[src/rtl/uart_pkg.sv]
// Shared UART frame constants and transmitter FSM state encoding.
package uart_pkg;

    localparam int unsigned DATA_BITS        = 8;
    localparam int unsigned STOP_BITS        = 1;
    localparam int unsigned DEFAULT_BAUD_DIV = 434;
    localparam int unsigned STATE_W          = 3;

    typedef logic [STATE_W-1:0] state_t;

    localparam state_t ST_IDLE   = 3'd0;
    localparam state_t ST_START  = 3'd1;
    localparam state_t ST_DATA   = 3'd2;
    localparam state_t ST_PARITY = 3'd3;
    localparam state_t ST_STOP   = 3'd4;

endpackage

[src/rtl/tx_fifo.sv]
// Byte FIFO with wrap-bit pointers; full/empty/count are registered.
module tx_fifo #(
    parameter int unsigned DEPTH = 4,
    parameter int unsigned WIDTH = 8
) (
    input  logic                   clk,
    input  logic                   rst,
    input  logic                   wr_en,
    input  logic [WIDTH-1:0]       wr_data,
    input  logic                   rd_en,
    output logic [WIDTH-1:0]       rd_data_c,
    output logic                   full,
    output logic                   empty,
    output logic [$clog2(DEPTH):0] count
);

    localparam int unsigned AW = $clog2(DEPTH);
    localparam int unsigned PW = AW + 1;

    logic [WIDTH-1:0] mem [DEPTH];
    logic [PW-1:0]    wr_ptr, rd_ptr, wr_ptr_nxt, rd_ptr_nxt;
    logic             wr_fire, rd_fire;

    // Writes while full are dropped; a pop never frees room for a same-edge write.
    always_comb begin
        wr_fire    = wr_en && !full;
        rd_fire    = rd_en && !empty;
        wr_ptr_nxt = wr_ptr + PW'(wr_fire);
        rd_ptr_nxt = rd_ptr + PW'(rd_fire);
    end

    always_ff @(posedge clk or posedge rst) begin
        if (rst) begin
            wr_ptr <= '0;
            rd_ptr <= '0;
            count  <= '0;
            empty  <= 1'b1;
            full   <= 1'b0;
        end else begin
            wr_ptr <= wr_ptr_nxt;
            rd_ptr <= rd_ptr_nxt;
            count  <= wr_ptr_nxt - rd_ptr_nxt;
            empty  <= (wr_ptr_nxt == rd_ptr_nxt);
            full   <= (wr_ptr_nxt[AW] != rd_ptr_nxt[AW]) &&
                      (wr_ptr_nxt[AW-1:0] == rd_ptr_nxt[AW-1:0]);
        end
    end

    always_ff @(posedge clk) begin
        if (wr_fire) begin
            mem[wr_ptr[AW-1:0]] <= wr_data;
        end
    end

    assign rd_data_c = mem[rd_ptr[AW-1:0]];

endmodule

[src/rtl/uart_tx_module.sv]
// FIFO-buffered 8N1 UART transmitter; define UART_TX_PARITY_EN to add an even-parity bit.
module uart_tx_module
    import uart_pkg::*;
#(
    parameter int unsigned BAUD_DIV   = DEFAULT_BAUD_DIV,
    parameter int unsigned FIFO_DEPTH = 4
) (
    input  logic       CLK,
    input  logic       RST,
    input  logic       TX_En_Sig,
    input  logic [7:0] TX_Data,
    output logic       TX_Ready,
    output logic       TX_Busy,
    output logic       TX_Done_Sig,
    output logic       TX_Pin_Out
);

    localparam int unsigned BW = $clog2(BAUD_DIV);
    localparam int unsigned CW = $clog2(FIFO_DEPTH) + 1;

    state_t               state, state_nxt;
    logic [BW-1:0]        baud_cnt, baud_nxt;
    logic [2:0]           bit_idx, idx_nxt;
    logic [DATA_BITS-1:0] shreg, shreg_nxt;
    logic                 pin_nxt, done_nxt, baud_last;
    logic                 fifo_pop_c, fifo_full, fifo_empty;
    logic [7:0]           fifo_head_c;
    logic [CW-1:0]        fifo_count;
`ifdef UART_TX_PARITY_EN
    logic                 parity_bit, parity_nxt;
`endif

    tx_fifo #(
        .DEPTH (FIFO_DEPTH),
        .WIDTH (8)
    ) u_fifo (
        .clk       (CLK),
        .rst       (RST),
        .wr_en     (TX_En_Sig),
        .wr_data   (TX_Data),
        .rd_en     (fifo_pop_c),
        .rd_data_c (fifo_head_c),
        .full      (fifo_full),
        .empty     (fifo_empty),
        .count     (fifo_count)
    );

    assign TX_Ready  = !fifo_full;
    assign TX_Busy   = (state != ST_IDLE) || (fifo_count != '0);
    assign baud_last = (baud_cnt == BW'(BAUD_DIV - 1));

    always_ff @(posedge CLK or posedge RST) begin
        if (RST) begin
            state       <= ST_IDLE;
            baud_cnt    <= '0;
            bit_idx     <= '0;
            shreg       <= '0;
            TX_Pin_Out  <= 1'b1;
            TX_Done_Sig <= 1'b0;
`ifdef UART_TX_PARITY_EN
            parity_bit  <= 1'b0;
`endif
        end else begin
            state       <= state_nxt;
            baud_cnt    <= baud_nxt;
            bit_idx     <= idx_nxt;
            shreg       <= shreg_nxt;
            TX_Pin_Out  <= pin_nxt;
            TX_Done_Sig <= done_nxt;
`ifdef UART_TX_PARITY_EN
            parity_bit  <= parity_nxt;
`endif
        end
    end

    // Pin value is computed one edge ahead so the line comes straight from a flop.
    always_comb begin
        state_nxt  = state;
        baud_nxt   = baud_cnt;
        idx_nxt    = bit_idx;
        shreg_nxt  = shreg;
        pin_nxt    = TX_Pin_Out;
        done_nxt   = 1'b0;
        fifo_pop_c = 1'b0;
`ifdef UART_TX_PARITY_EN
        parity_nxt = parity_bit;
`endif
        case (state)
            ST_IDLE: begin
                baud_nxt = '0;
                pin_nxt  = 1'b1;
                if (!fifo_empty) begin
                    fifo_pop_c = 1'b1;
                    shreg_nxt  = fifo_head_c;
                    pin_nxt    = 1'b0;
                    state_nxt  = ST_START;
`ifdef UART_TX_PARITY_EN
                    parity_nxt = ^fifo_head_c;
`endif
                end
            end
            ST_START: begin
                if (baud_last) begin
                    baud_nxt  = '0;
                    idx_nxt   = '0;
                    pin_nxt   = shreg[0];
                    state_nxt = ST_DATA;
                end else begin
                    baud_nxt = baud_cnt + BW'(1);
                end
            end
            ST_DATA: begin
                if (baud_last) begin
                    baud_nxt  = '0;
                    shreg_nxt = shreg >> 1;
                    idx_nxt   = bit_idx + 3'd1;
                    if (bit_idx == 3'(DATA_BITS - 1)) begin
`ifdef UART_TX_PARITY_EN
                        pin_nxt   = parity_bit;
                        state_nxt = ST_PARITY;
`else
                        pin_nxt   = 1'b1;
                        state_nxt = ST_STOP;
`endif
                    end else begin
                        pin_nxt = shreg[1];
                    end
                end else begin
                    baud_nxt = baud_cnt + BW'(1);
                end
            end
`ifdef UART_TX_PARITY_EN
            ST_PARITY: begin
                if (baud_last) begin
                    baud_nxt  = '0;
                    pin_nxt   = 1'b1;
                    state_nxt = ST_STOP;
                end else begin
                    baud_nxt = baud_cnt + BW'(1);
                end
            end
`endif
            // Chaining straight into START keeps back-to-back frames gapless.
            ST_STOP: begin
                if (baud_last) begin
                    baud_nxt = '0;
                    done_nxt = 1'b1;
                    if (!fifo_empty) begin
                        fifo_pop_c = 1'b1;
                        shreg_nxt  = fifo_head_c;
                        pin_nxt    = 1'b0;
                        state_nxt  = ST_START;
`ifdef UART_TX_PARITY_EN
                        parity_nxt = ^fifo_head_c;
`endif
                    end else begin
                        pin_nxt   = 1'b1;
                        state_nxt = ST_IDLE;
                    end
                end else begin
                    baud_nxt = baud_cnt + BW'(1);
                end
            end
            default: begin
                baud_nxt  = '0;
                pin_nxt   = 1'b1;
                state_nxt = ST_IDLE;
            end
        endcase
    end

endmodule

[config.mk]
export PLATFORM = sky130hd
export DESIGN_NAME = uart_tx_module
export DESIGN_NICKNAME = d
export VERILOG_FILES = /design/src/rtl/uart_pkg.sv /design/src/rtl/tx_fifo.sv /design/src/rtl/uart_tx_module.sv
export SDC_FILE = /design/constraint.sdc
export NUM_CORES = 1
export LEC_CHECK = 0
export CORE_MARGIN = 4
export CORE_UTILIZATION = 29
export CTS_CLUSTER_DIAMETER = 120
export DETAILED_ROUTE_END_ITERATION = 12
export SETUP_SLACK_MARGIN = 0.4
export SYNTH_ARGS = -nofsm -noshare
export SYNTH_HDL_FRONTEND = slang
export SYNTH_SLANG_ARGS = --single-unit
[constraint.sdc]
create_clock -name CLK -period 2.6 [get_ports CLK]
set_input_delay 0.52 -clock CLK [delete_from_list [all_inputs] [get_ports CLK]]
set_output_delay 0.52 -clock CLK [all_outputs]
set_load 0.1 [all_outputs]
==> flow_summary.toml <==
[hold_path]
worst_hold_startpoint = "u_fifo.wr_ptr[2]"
holdPathEnd = "u_fifo.wr_ptr[2]"
min_path_type = "flip-flop to flip-flop"
hold_depth = 1

[critical_path]
path_class = "flip-flop to flip-flop"
start_kind = "flip-flop"
crit_chain = "ha_2 > and4b_1 > nand2_1 > o211ai_1 > and2_4 > ha_4 > ha_4 > xnor2_4 > ha_2 > a21oi_2 > xnor2_1"
r2r_start = "baud_cnt[0]"
r2r_setup_slack_ps = 410
rr_worst_depth = 11
arrival_ps = 2420
crit_path_max_incr_delay_ps = 390
crit_required_ps = 2830
crit_fanout = 3
timing.rr.end = "u_fifo.count[2]"
endpoint_kind = "flip-flop"
cpMaxStageDelayCell = "dfrtp_1"

[synthesis]
ys_seq_area_frac = 0.624
synth_edf_count = 32
netlist_area_sq_um = 2990
syn_area_per_cell_sq_um = 14.9
async_flop_share = 0.529
yosysWarnings = 0
synthCells = 201
synth-seq-cells = 68
synth_fp_nets = 222
ys_types = 45
yosys_most_used_dff = "dfrtp_1"

[layout]
diodes = 0
num-nets-final = 255
multiInputGateArea_sq_um = 1110
syn2layout_area_growth_pct = 21.2
final_cell_mix = "34 x dfrtp_1, 32 x edfxtp_1, 20 x buf_4, 14 x nor2_1"
nFillCells = 971
final_common_cell = "dfrtp_1"
drive_above_1_share = 0.305
seq_area_sq_um = 1860

[global_routing]
grt_pass1_wl_um = 8390
grt_max_degree = 37
grt-ovfl-total = 0
track_usage = 0.0943
antenna_found_initial = 0
grt_pass1_vias = 1691

[floorplan]
row_count = 36
dieHeight_um = 109
die-area_sq_um = 12000
pin_count = 15
core_area_sq_um = 9910
fp.dieW_um = 109
start_util = 0.301

[timing]
finalSetupViolations = 0
layout_setup_ws_ps = 415
slew_headroom = 0.651
skew_ps = 10.8
hold_violations = 0
min_period_over_period = 0.841
report.final.slew_viol_count = 0
finalSetupTns_ps = 0
fmax_mhz = 458
rsz0062_at_grt = "yes"
layout_min_cycle_time_ps = 2190
max_slew.worst_pin.slew_ps = 524

[drt]
drtPass1Iterations = 4
routedWlPerCell_um = 13.3
ant_nets = 0
vias = 1641
drt-total-wl_um = 4950
drc = 0
drt_iter0_markers = 113
avgViaCountPerCell = 4.41

[cts]
clk_pin_slew_ps = 70
clockBufferDepth = 2
postCtsHoldBufs = 0
clk-insertion-delay-late_ps = 350
cts_sinks = 68
htreeDepth = 3
cts_made_buffers = 9
cts_tree = "yes"
root_buffer = "clkbuf_8"

[place]
place_hpwl_um = 3390
pre_cts_ws_ps = 254
port_buffers = 14
gp_congestion = 0.739

[pwr]
cellPowerDensity_nw_per_um2 = 1110
ir_drop_v = 0.000707
power_leakage_nw = 1.41

[job]
cap_violations = 0

[outcome]
run_status = "completed"
[worst max-delay path by stage]
stage	from	endpoint	slack, ps	depth (start not counted)
after floorplan	baud_cnt[1]	u_fifo.count[2]	290	13
after global placement	TX_En_Sig	u_fifo.count[2]	350	8
after detailed placement	TX_En_Sig	u_fifo.count[2]	250	8
after CTS	baud_cnt[0]	u_fifo.count[2]	400	11
after global routing	baud_cnt[1]	u_fifo.count[2]	280	12
final	baud_cnt[0]	u_fifo.count[2]	410	11
[what timing repair did]
action | CTS | global route
endpoints found under the setup margin | 3 | 4
pin swaps | 4 | 2
buffers inserted | 6 | 2
resized for setup | 1 | 1
[sequential cells by signal, summed over array words and instances, names as in the netlist]
name and count:
u_fifo.empty 1, u_fifo.rd_ptr 3, bit_idx 3, TX_Pin_Out 1
baud_cnt 9, u_fifo.count 3, u_fifo.full 1, u_fifo.mem 32
TX_Done_Sig 1, shreg 8, state 3, u_fifo.wr_ptr 3
[cells by family after synthesis]
kind of cell               synth area share
muxes                                 0.138
buffers and inverters                0.0260
adders and majority gates            0.0419
DFF                                   0.624
and+or+nand+nor                      0.0905
AOI/OAI and AO/OA                    0.0411
xor gates and xnor gates             0.0381
[synth_stat cells (all sizes together), types with 3 or more instances]
| master | n | area (sq um) |
|---|---|---|
| clkbuf | 4 | 15.0 |
| mux2 | 17 | 218 |
| dfrtp | 34 | 851 |
| ha | 10 | 125 |
| edfxtp | 32 | 961 |
| xnor2 | 8 | 70.1 |
| xor2 | 5 | 43.8 |
| nor2 | 16 | 70.1 |
| buf | 4 | 28.8 |
| nor3 | 3 | 15.0 |
| mux4 | 8 | 184 |
| nand2 | 8 | 30.0 |
| and3 | 4 | 25.0 |
| inv | 9 | 33.8 |
| o2bb2ai | 3 | 26.3 |
| a21oi | 3 | 15.0 |
| nand3 | 5 | 25.0 |
[final cells by class]
| cell class | count | share of cell area |
|---|---|---|
| Timing Repair Buffer | 30 | 0.0691 |
| Sequential cell | 68 | 0.515 |
| Tap cell | 133 | 0.0460 |
| Clock buffer | 10 | 0.0353 |
| Clock inverter | 6 | 0.0176 |
| Inverter | 9 | 0.00933 |
| Multi-Input combinational cell | 116 | 0.308 |
[power breakdown]
| group | internal [mW] | switching, mW | leakage, nW |
|---|---|---|---|
| registers | 1.43 | 0.201 | 0.746 |
| clock network | 0.443 | 0.400 | 0.0927 |
| logic | 0.838 | 0.690 | 0.575 |
[worst max-delay path, delay by kind of cell, from the launching register on]
family | cells | cell delay, ps
DFF | 1 | 390
adders and majority gates | 4 | 810
and+or+nand+nor | 3 | 490
xor gates and xnor gates | 2 | 240
AOI/OAI and AO/OA | 2 | 160
[metrics by stage]
step	utilization	power [mW]	cells	hold slack [ps]	instance area [sq um]
4_1_cts	0.363	4.03	370	476	3600
5_1_grt	0.365	4.28	372	524	3620
2_1_floorplan	-	2.77	201	447	3040
3_3_place_gp	0.338	3.05	348	460	3350
6_report	0.365	4.01	372	492	3620
3_5_place_dp	0.338	3.09	348	466	3350
[metal layers]
layer	vias up	global-route usage	wire length, um	share of wire
li1	798	-	-	-
met5	-	0	0	0
met3	10	0.0335	169	0.034
met4	0	0.0481	128	0.026
met2	18	0.146	2380	0.48
met1	815	0.117	2270	0.46
No activity file was read; power rests on OpenSTA's default activity.
==> RTL change (config.mk and constraints unchanged) <==
Add a define of `UART_TX_PARITY_EN`.
--- a/src/rtl/uart_tx_module.sv
+++ b/src/rtl/uart_tx_module.sv
@@ -1,4 +1,6 @@
 // FIFO-buffered 8N1 UART transmitter; define UART_TX_PARITY_EN to add an even-parity bit.
+`define UART_TX_PARITY_EN
+
 module uart_tx_module
     import uart_pkg::*;
 #(
Behaviour: same outputs for any inputs over 10 cycles, from zero or initial values and one cycle with RST high; that may be too few to reach the edited logic, so the function may still have changed.
==> RTL change against the unedited design <==
  * Worst setup slack lost 0.38 ns
  * Non-clock buffer count grew 10
  * Sequential cell count grew 1
  * Cell area grew 5.7%
  * Total power shrank 8.4%
  * Maximum frequency shrank 15%
  * Die area grew 0.66%
  * Routed wire length grew 6.9%
  * Critical path depth grew 3
  * Area after synthesis grew 0.71%
  * Largest cell class unchanged
==> RTL change: results (changes against the unedited design) <==
[outcome]
status = completed

[final_layout]
drive_above_1_share = 0.332  ; +0.0266
buf_share = 0.0903  ; +0.0212
clkCellAreaFrac = 0.0536  ; +0.000761
num-nonclk-buffers = 40  ; +33%
clkbuf_count = 9  ; -1
fillers = 936  ; -3.6%
seq_area_sq_um = 1890  ; +1.4%
nFlopsAndLatches = 69  ; +1.5%
multi_input_comb_cells = 128  ; +10%
multi_input_area_sq_um = 1180  ; +6.3%

[pwr]
power_switching_w = 0.00116  ; -10%
vdd_drop_max_mv = 0.563  ; -20%
p_leak_nw = 1.52  ; +7.7%
pg_clk_w = 0.000897  ; +6.4%
p_seq_w = 0.00155  ; -5%

[worst_setup_path]
startpoint = baud_cnt[1]$_DFF_PP0_
critPathMaxFanout = 2  ; -1
r2r_end = parity_bit$_DFFE_PP0P_
arrival_ns = 2.79  ; +0.37 ns
path_delay_family = buffers and inverters

[global_routing]
grt_pass1_wl_microns = 8730  ; +4.0%
global_route.usage.met2 = 0.141  ; -0.00478
grt_max_degree = 38  ; +2.7%
gr-usage-all-layers = 0.0957  ; +0.00134
use_met1 = 0.130  ; +0.0138

[synthesis]
ys_seq_area_frac = 0.628  ; +0.00391
synth.net_count = 233  ; +5.0%
synth_cell_types = 36  ; -20%
async_flop_share = 0.536  ; +0.00682

[detailed_routing]
wl_met3_microns = 137  ; -19%
vias = 1757  ; +7.1%
viasPerCell = 4.45  ; +0.83%
wl_per_cell_microns = 13.4  ; +0.63%
wl_met2_microns = 2550  ; +7.0%

[hold_path]
hold_path.startpoint = baud_cnt[0]$_DFF_PP0_

[place]
dpl-instance-area_sq_um = 3410  ; +1.8%
dp_cells = 366  ; +5.2%
dp_hpwl_microns = 3430  ; +1.0%

[sta]
finalCriticalPeriod_ns = 2.56  ; +0.376 ns
tightest_slew_ns = 0.477  ; -0.0473 ns

[floorplanning]
die_area_sq_um = 12100  ; +0.66%

## RTL change: cell count changes after synthesis, sizes merged, moves of 2 or more
cell and delta:
nor3 -2, o21ai +4, xnor2 +6, nand2 +5, nor4 +2, a22o +3, nor2 +4, or3 +2
and2 -2, o2bb2ai -3, a2bb2oi -2
## RTL change: cells by family (layout without fill, tap and decap cells)
| group | after synthesis | count (layout) | share of synthesized area |
|---|---|---|---|
| AOI/OAI and AO/OA | 17 | 17 | 0.0391 |
| xor gates and xnor gates | 20 | 20 | 0.0583 |
| adders and majority gates | 10 | 10 | 0.0416 |
| buffers and inverters | 15 | 65 | 0.0196 |
| DFF | 69 | 69 | 0.628 |
| muxes | 25 | 25 | 0.123 |
| and+or+nand+nor | 56 | 56 | 0.0899 |
## RTL change: timing repair
action / in CTS / in global routing
hold endpoints to repair: 0 / 0
gates resized for setup: 4 / 13
setup endpoints to repair: 13 / 16
setup buffers: 10 / 3
pin swaps: 2 / 3
